### config.mk
export PLATFORM = sky130hd
export DESIGN_NAME = mixer_nch
export DESIGN_NICKNAME = d
export VERILOG_FILES = /design/src/rtl/mixer_nch.sv
export SDC_FILE = /design/constraint.sdc
export NUM_CORES = 1
export LEC_CHECK = 0
export ABC_CLOCK_PERIOD_IN_PS = 9900
export BUFFER_PORTS_ARGS = -buffer_cell sky130_fd_sc_hd__buf_4
export CORE_MARGIN = 8
export CORE_UTILIZATION = 35
export DETAILED_ROUTE_END_ITERATION = 10
export GPL_TIMING_DRIVEN = 0
export PLACE_DENSITY_LB_ADDON = 0.1
export SETUP_SLACK_MARGIN = 0.05
export SLEW_MARGIN = 20
export SYNTH_ARGS = -nofsm -noshare
export SYNTH_HDL_FRONTEND = slang
export SYNTH_SLANG_ARGS = --single-unit
### constraint.sdc
create_clock -name clk -period 9.9 [get_ports clk]
set_input_delay 0.495 -clock clk [delete_from_list [all_inputs] [get_ports clk]]
set_output_delay 0.495 -clock clk [all_outputs]
set_load 0.02 [all_outputs]
### src/rtl/mixer_nch.sv
// N-channel offset-binary voice mixer: folds one channel per clock through a shared
// multiplier using the pairwise non-clipping mix law, with ready/valid on both sides.
module mixer_nch #(
    parameter int W         = 18,
    parameter int NCH       = 8,
    parameter int FULL_TOTH = 1
) (
    input  logic               clk,
    input  logic               rst_n,
    input  logic               in_valid,
    output logic               in_ready,
    input  logic [NCH*W-1:0]   in_samples,
    input  logic [NCH-1:0]     in_mask,
    output logic               out_valid,
    input  logic               out_ready,
    output logic [W-1:0]       out_sample,
    output logic               out_clip,
    output logic               busy
);

    typedef enum logic [1:0] {S_IDLE, S_RUN, S_DONE} state_t;

    localparam int IDX_W = (NCH > 1) ? $clog2(NCH) : 1;
    localparam int EW    = W + 3;
    localparam logic [W-1:0]          H_VAL    = {1'b1, {(W-1){1'b0}}};
    localparam logic [W-1:0]          MAX_VAL  = {W{1'b1}};
    localparam logic signed [EW-1:0]  F_E      = {3'b001, {W{1'b0}}};
    localparam logic [IDX_W-1:0]      IDX_LAST = IDX_W'(NCH - 1);

    state_t               state_q, state_d;
    logic [IDX_W-1:0]     idx_q, idx_d;
    logic [W-1:0]         acc_q, acc_d;
    logic                 clip_q, clip_d;
    logic [NCH*W-1:0]     samples_q, samples_d;
    logic [NCH-1:0]       mask_q, mask_d;

    logic [W-1:0]         cur_s;
    logic                 cur_m;
    logic [2*W-1:0]       prod;
    logic [W:0]           p_val;
    logic signed [EW-1:0] a_e, b_e, p_e, r_e;
    logic [W-1:0]         mix_val;
    logic                 mix_sat;

    always_ff @(posedge clk) begin
        if (!rst_n) begin
            state_q   <= S_IDLE;
            idx_q     <= '0;
            acc_q     <= H_VAL;
            clip_q    <= 1'b0;
            samples_q <= '0;
            mask_q    <= '0;
        end else begin
            state_q   <= state_d;
            idx_q     <= idx_d;
            acc_q     <= acc_d;
            clip_q    <= clip_d;
            samples_q <= samples_d;
            mask_q    <= mask_d;
        end
    end

    // mix(acc, s) for the current channel; extended signed width keeps 2A+2B-P-F exact
    always_comb begin
        cur_s = '0;
        cur_m = 1'b0;
        for (int i = 0; i < NCH; i++) begin
            if (idx_q == IDX_W'(i)) begin
                cur_s = samples_q[i*W +: W];
                cur_m = mask_q[i];
            end
        end
        prod    = {{W{1'b0}}, acc_q} * {{W{1'b0}}, cur_s};
        p_val   = prod[2*W-1:W-1];
        a_e     = $signed({3'b000, acc_q});
        b_e     = $signed({3'b000, cur_s});
        p_e     = $signed({2'b00, p_val});
        r_e     = (a_e <<< 1) + (b_e <<< 1) - p_e - F_E;
        mix_val = r_e[W-1:0];
        mix_sat = 1'b0;
        if (FULL_TOTH != 0) begin
            if (!acc_q[W-1] && !cur_s[W-1]) begin
                mix_val = p_val[W-1:0];
            end else if (r_e < 0) begin
                mix_val = '0;
                mix_sat = 1'b1;
            end else if (r_e >= F_E) begin
                mix_val = MAX_VAL;
                mix_sat = 1'b1;
            end
        end
    end

    always_comb begin
        state_d   = state_q;
        idx_d     = idx_q;
        acc_d     = acc_q;
        clip_d    = clip_q;
        samples_d = samples_q;
        mask_d    = mask_q;
        case (state_q)
            S_IDLE: begin
                if (in_valid) begin
                    state_d   = S_RUN;
                    samples_d = in_samples;
                    mask_d    = in_mask;
                    acc_d     = H_VAL;
                    idx_d     = '0;
                    clip_d    = 1'b0;
                end
            end
            S_RUN: begin
                if (cur_m) begin
                    acc_d  = mix_val;
                    clip_d = clip_q | mix_sat;
                end
                if (idx_q == IDX_LAST) begin
                    state_d = S_DONE;
                    idx_d   = '0;
                end else begin
                    idx_d = idx_q + 1'b1;
                end
            end
            S_DONE: begin
                if (out_ready) state_d = S_IDLE;
            end
            default: state_d = S_IDLE;
        endcase
    end

    always_comb begin
        in_ready   = (state_q == S_IDLE) && rst_n;
        out_valid  = (state_q == S_DONE);
        busy       = (state_q == S_RUN) || (state_q == S_DONE);
        out_sample = acc_q;
        out_clip   = clip_q;
    end

endmodule

==> flow_summary_export.csv <==
group,metric,value,unit
status,status,"complete, but fails checks",
status,violations,"negative setup slack",
cts,cts.clk_slew.worst_paths,0.08,ns
final_layout,layout_common_cells,"532 x nand2_1, 334 x inv_1, 259 x fa_1, 255 x buf_4, 173 x dfxtp_1",
timing,slew_violations,0,
die,fp.dieH,255,um
power_and_ir_drop,p_sw_frac,0.409,
cts,cts_hold_buf,0,
synthesis,synth_top_family_by_area,"adder cells",
timing,worst_slack,-1.15,ns
cts,cts.root.buffer_cell,"clkbuf_16",
synthesis,muxShareOfSynthArea,0.00150,
placement,place_inst,3318,
global_routing,grt.total_usage,0.221,
drt,dr.pass1.iters,5,
min_path,hold_depth,3,
synthesis,synthCells,2385,
critical_path,r2r_start,"idx_q[1]",
drt,drt_iter0_drc,1065,
timing,maxSlewHeadroom,0.279,
synthesis,ys_types,68,
timing,fin_skew,0.0144,ns
min_path,hold_path_class,"in -> reg",
critical_path,endpoint_kind,"flop",
die,die_x,255,um
drt,vias,17364,
global_routing,grt_start_max_net_pins,18,
global_routing,antenna_found_initial,2,
synthesis,syn_area_per_cell,8.42,um^2
die,rows,87,
cts,clock_latency,0.46,ns
critical_path,slowest_stage,"a221oi_4",
final_layout,fillers,5772,
final_layout,area_growth,23.7,%
critical_path,criticalPathCategory,"reg -> reg",
cts,clk_path_buf_depth,2,
drt,drc,0,
drt,viasPerCell,5.05,
synthesis,synth_compound_area_frac,0.163,
critical_path,slowest_delay,0.59,ns
timing,max_freq,90.5,MHz
critical_path,cp_data_required_time,10.22,ns
timing,hold_viol,0,
cts,htree_levels,4,
placement,dp_hpwl,58200,um
global_routing,globalRouteOverflowTotal,0,
critical_path,r2r_end,"out_sample[3]",
power_and_ir_drop,clockPowerShare,0.228,
synthesis,synth_top_cell_by_area,"fa_1",
critical_path,path_max_fanout,7,
die,core,56500,um^2
global_routing,grt_pass1_vias,18551,
drt,drt-wirelength-per-cell,21.2,um
timing,fin_crit_sh,1.12,
timing,rsz0062_at_grt,"true",
die,start_util,0.355,
timing,worstMarginPinSlew,1.08,ns
cts,cts.sinks,176,
critical_path,rrSetupSlack,-1.15,ns
critical_path,worst_setup_path_start_kind,"flop",
cts,cts_tree,"built",
synthesis,syn-num-nets,2966,
placement,dpl_cell_area,22600,um^2
synthesis,ys_ff_latch,176,
power_and_ir_drop,cellPowerDensity,121,nW/um^2
timing,min_period,11.05,ns
placement,place.port_buffers,177,
synthesis,synthSimpleGateAreaFrac,0.184,
power_and_ir_drop,max-vdd-ir-drop,0.000113,V
timing,whs,0.292,ns
critical_path,arrival,11.37,ns
placement,place.gp.congestion,0.896,
synthesis,async_flop_share,0,
synthesis,synth_area_leaders,"fa_1 27%, dfxtp_1 18%, nand2_1 10%, ha_1 9.5%, inv_1 6.5%",
power_and_ir_drop,intPower,1780,uW
run,maxCapViolCount,0,
die,die_area,65300,um^2
synthesis,synth-xor-area-share,0.0127,
drt,wl,72800,um
timing,setup_viol,19,
cts,cts_buffers,17,
critical_path,worst_r2r_path_depth,41,
power_and_ir_drop,p_seq_frac,0.270,
global_routing,grt_pass1_wl,111000,um
synthesis,synth_warnings,0,
synthesis,synth_ff_type,"dfxtp_1",
min_path,worstHoldStart,"in_samples[11]",
final_layout,stdcell_count,3440,
synthesis,syn-cell-area,20100,um^2
synthesis,synth_fa_ha_area_frac,0.367,
synthesis,synth_top_cell_area_share,0.272,
drt,ant_nets,0,
min_path,whs_endpoint,"samples_q[11]",
final_layout,layout-drive-gt1-share,0.194,
final_layout,nets,3249,
synthesis,yosysSeqAreaShare,0.176,
power_and_ir_drop,p_leak,0.0112,uW
die,pin_count,178,
power_and_ir_drop,pwr-share-comb,0.502,
final_layout,design_area,24800,um^2
power_and_ir_drop,power.switching,1230,uW
final_layout,final_common_cell,"nand2_1",
synthesis,synth-edff-count,0,
[logic make-up after synthesis]
group           after synthesis
buf+inv                     483
fa+ha+maj                   425
compound gates              434
xor+xnor                     29
flops                       176
mux                           3
simple gates                835
[sequential cells by signal, indices dropped and copies added, names as in the netlist]
name        cells
out_clip        1
state_q         2
samples_q     144
mask_q          8
out_sample     18
idx_q           3
[cell usage after synthesis, types with 6 or more instances]
cell type,n
and2_1,94
nor2b_1,47
clkbuf_1,89
buf_1,15
a21oi_1,75
o21ai_0,36
and3_1,8
fa_1,273
nand2b_1,20
xnor2_1,18
a221oi_4,9
a22oi_1,20
o21bai_1,8
buf_4,10
nand4_1,6
nand2_1,538
ha_1,152
a221o_1,6
a211oi_1,38
a32o_1,6
xor2_1,11
nand3_1,19
a31oi_1,9
nor2_1,65
inv_1,346
dfxtp_1,176
a21o_1,12
o211ai_1,9
nor3_1,21
buf_6,8
buf_2,15
a21boi_0,155
[final cells by class]
cell class | count | area [um^2] | area share
diodes | 3 | 7.51 | 0.000302
plain buffers | 136 | 736 | 0.0296
clock buffers | 21 | 460 | 0.0186
clock inverters | 11 | 111 | 0.00449
inverters | 346 | 1300 | 0.0524
multi-input cells | 1727 | 15700 | 0.631
flip-flops and latches | 176 | 3530 | 0.142
well taps | 756 | 946 | 0.0381
repair buffers | 264 | 2070 | 0.0834
[power by group through the flow]
stage	Clock (uW)	Combinational, uW	Sequential, uW
5_1_grt	722	1650	819
6_report	687	1510	813
3_3_place_gp	0	1160	825
2_1_floorplan	0	791	812
4_1_cts	696	1400	811
3_5_place_dp	0	1180	826
[critical path, delay by kind of cell (launching register included)]
family                     cells  cell delay (ns)
muxes                          1             0.29
DFF                            1             0.36
and+or+nand+nor                5             0.90
adders and majority gates     11             4.41
buffers and inverters          8             0.86
xor gates and xnor gates       1             0.22
AOI/OAI and AO/OA             15             3.85
[per-layer routing]
metal  vias to the layer above  GRT usage  wire length (um)
li1                       8162          -                 -
met1                      8684      0.299             33500
met2                       437      0.360             33300
met3                        81     0.0357              3840
met4                         0     0.0651              2200
met5                         -          0                 0
[repair_timing]
action,4_1_cts,5_1_grt
cloned,4,0
buffers inserted,66,19
resized for setup,134,73
pin swaps,79,70
setup endpoints to repair,19,19
[worst max-delay path by stage]
stage | end | cells after the start | start
final | out_sample[3] | 41 | idx_q[1]
after global routing | out_sample[3] | 41 | idx_q[1]
after CTS | out_sample[3] | 44 | idx_q[0]
after detailed placement | out_clip | 36 | idx_q[1]
after global placement | out_clip | 36 | idx_q[1]
after floorplan | out_sample[4] | 42 | idx_q[2]
[per-stage QoR]
stage | TNS [ns] | utilization | worst slack (ns) | power (uW)
floorplan | 0 | - | 0.0532 | 1600
global placement | -43.42 | 0.400 | -2.63 | 1990
detailed placement | -44.54 | 0.400 | -2.66 | 2000
CTS | -18.37 | 0.431 | -1.07 | 2910
global route | -26.21 | 0.439 | -1.51 | 3190
finish | -18.50 | 0.439 | -1.15 | 3010
Power figures use the tool's default switching activity.
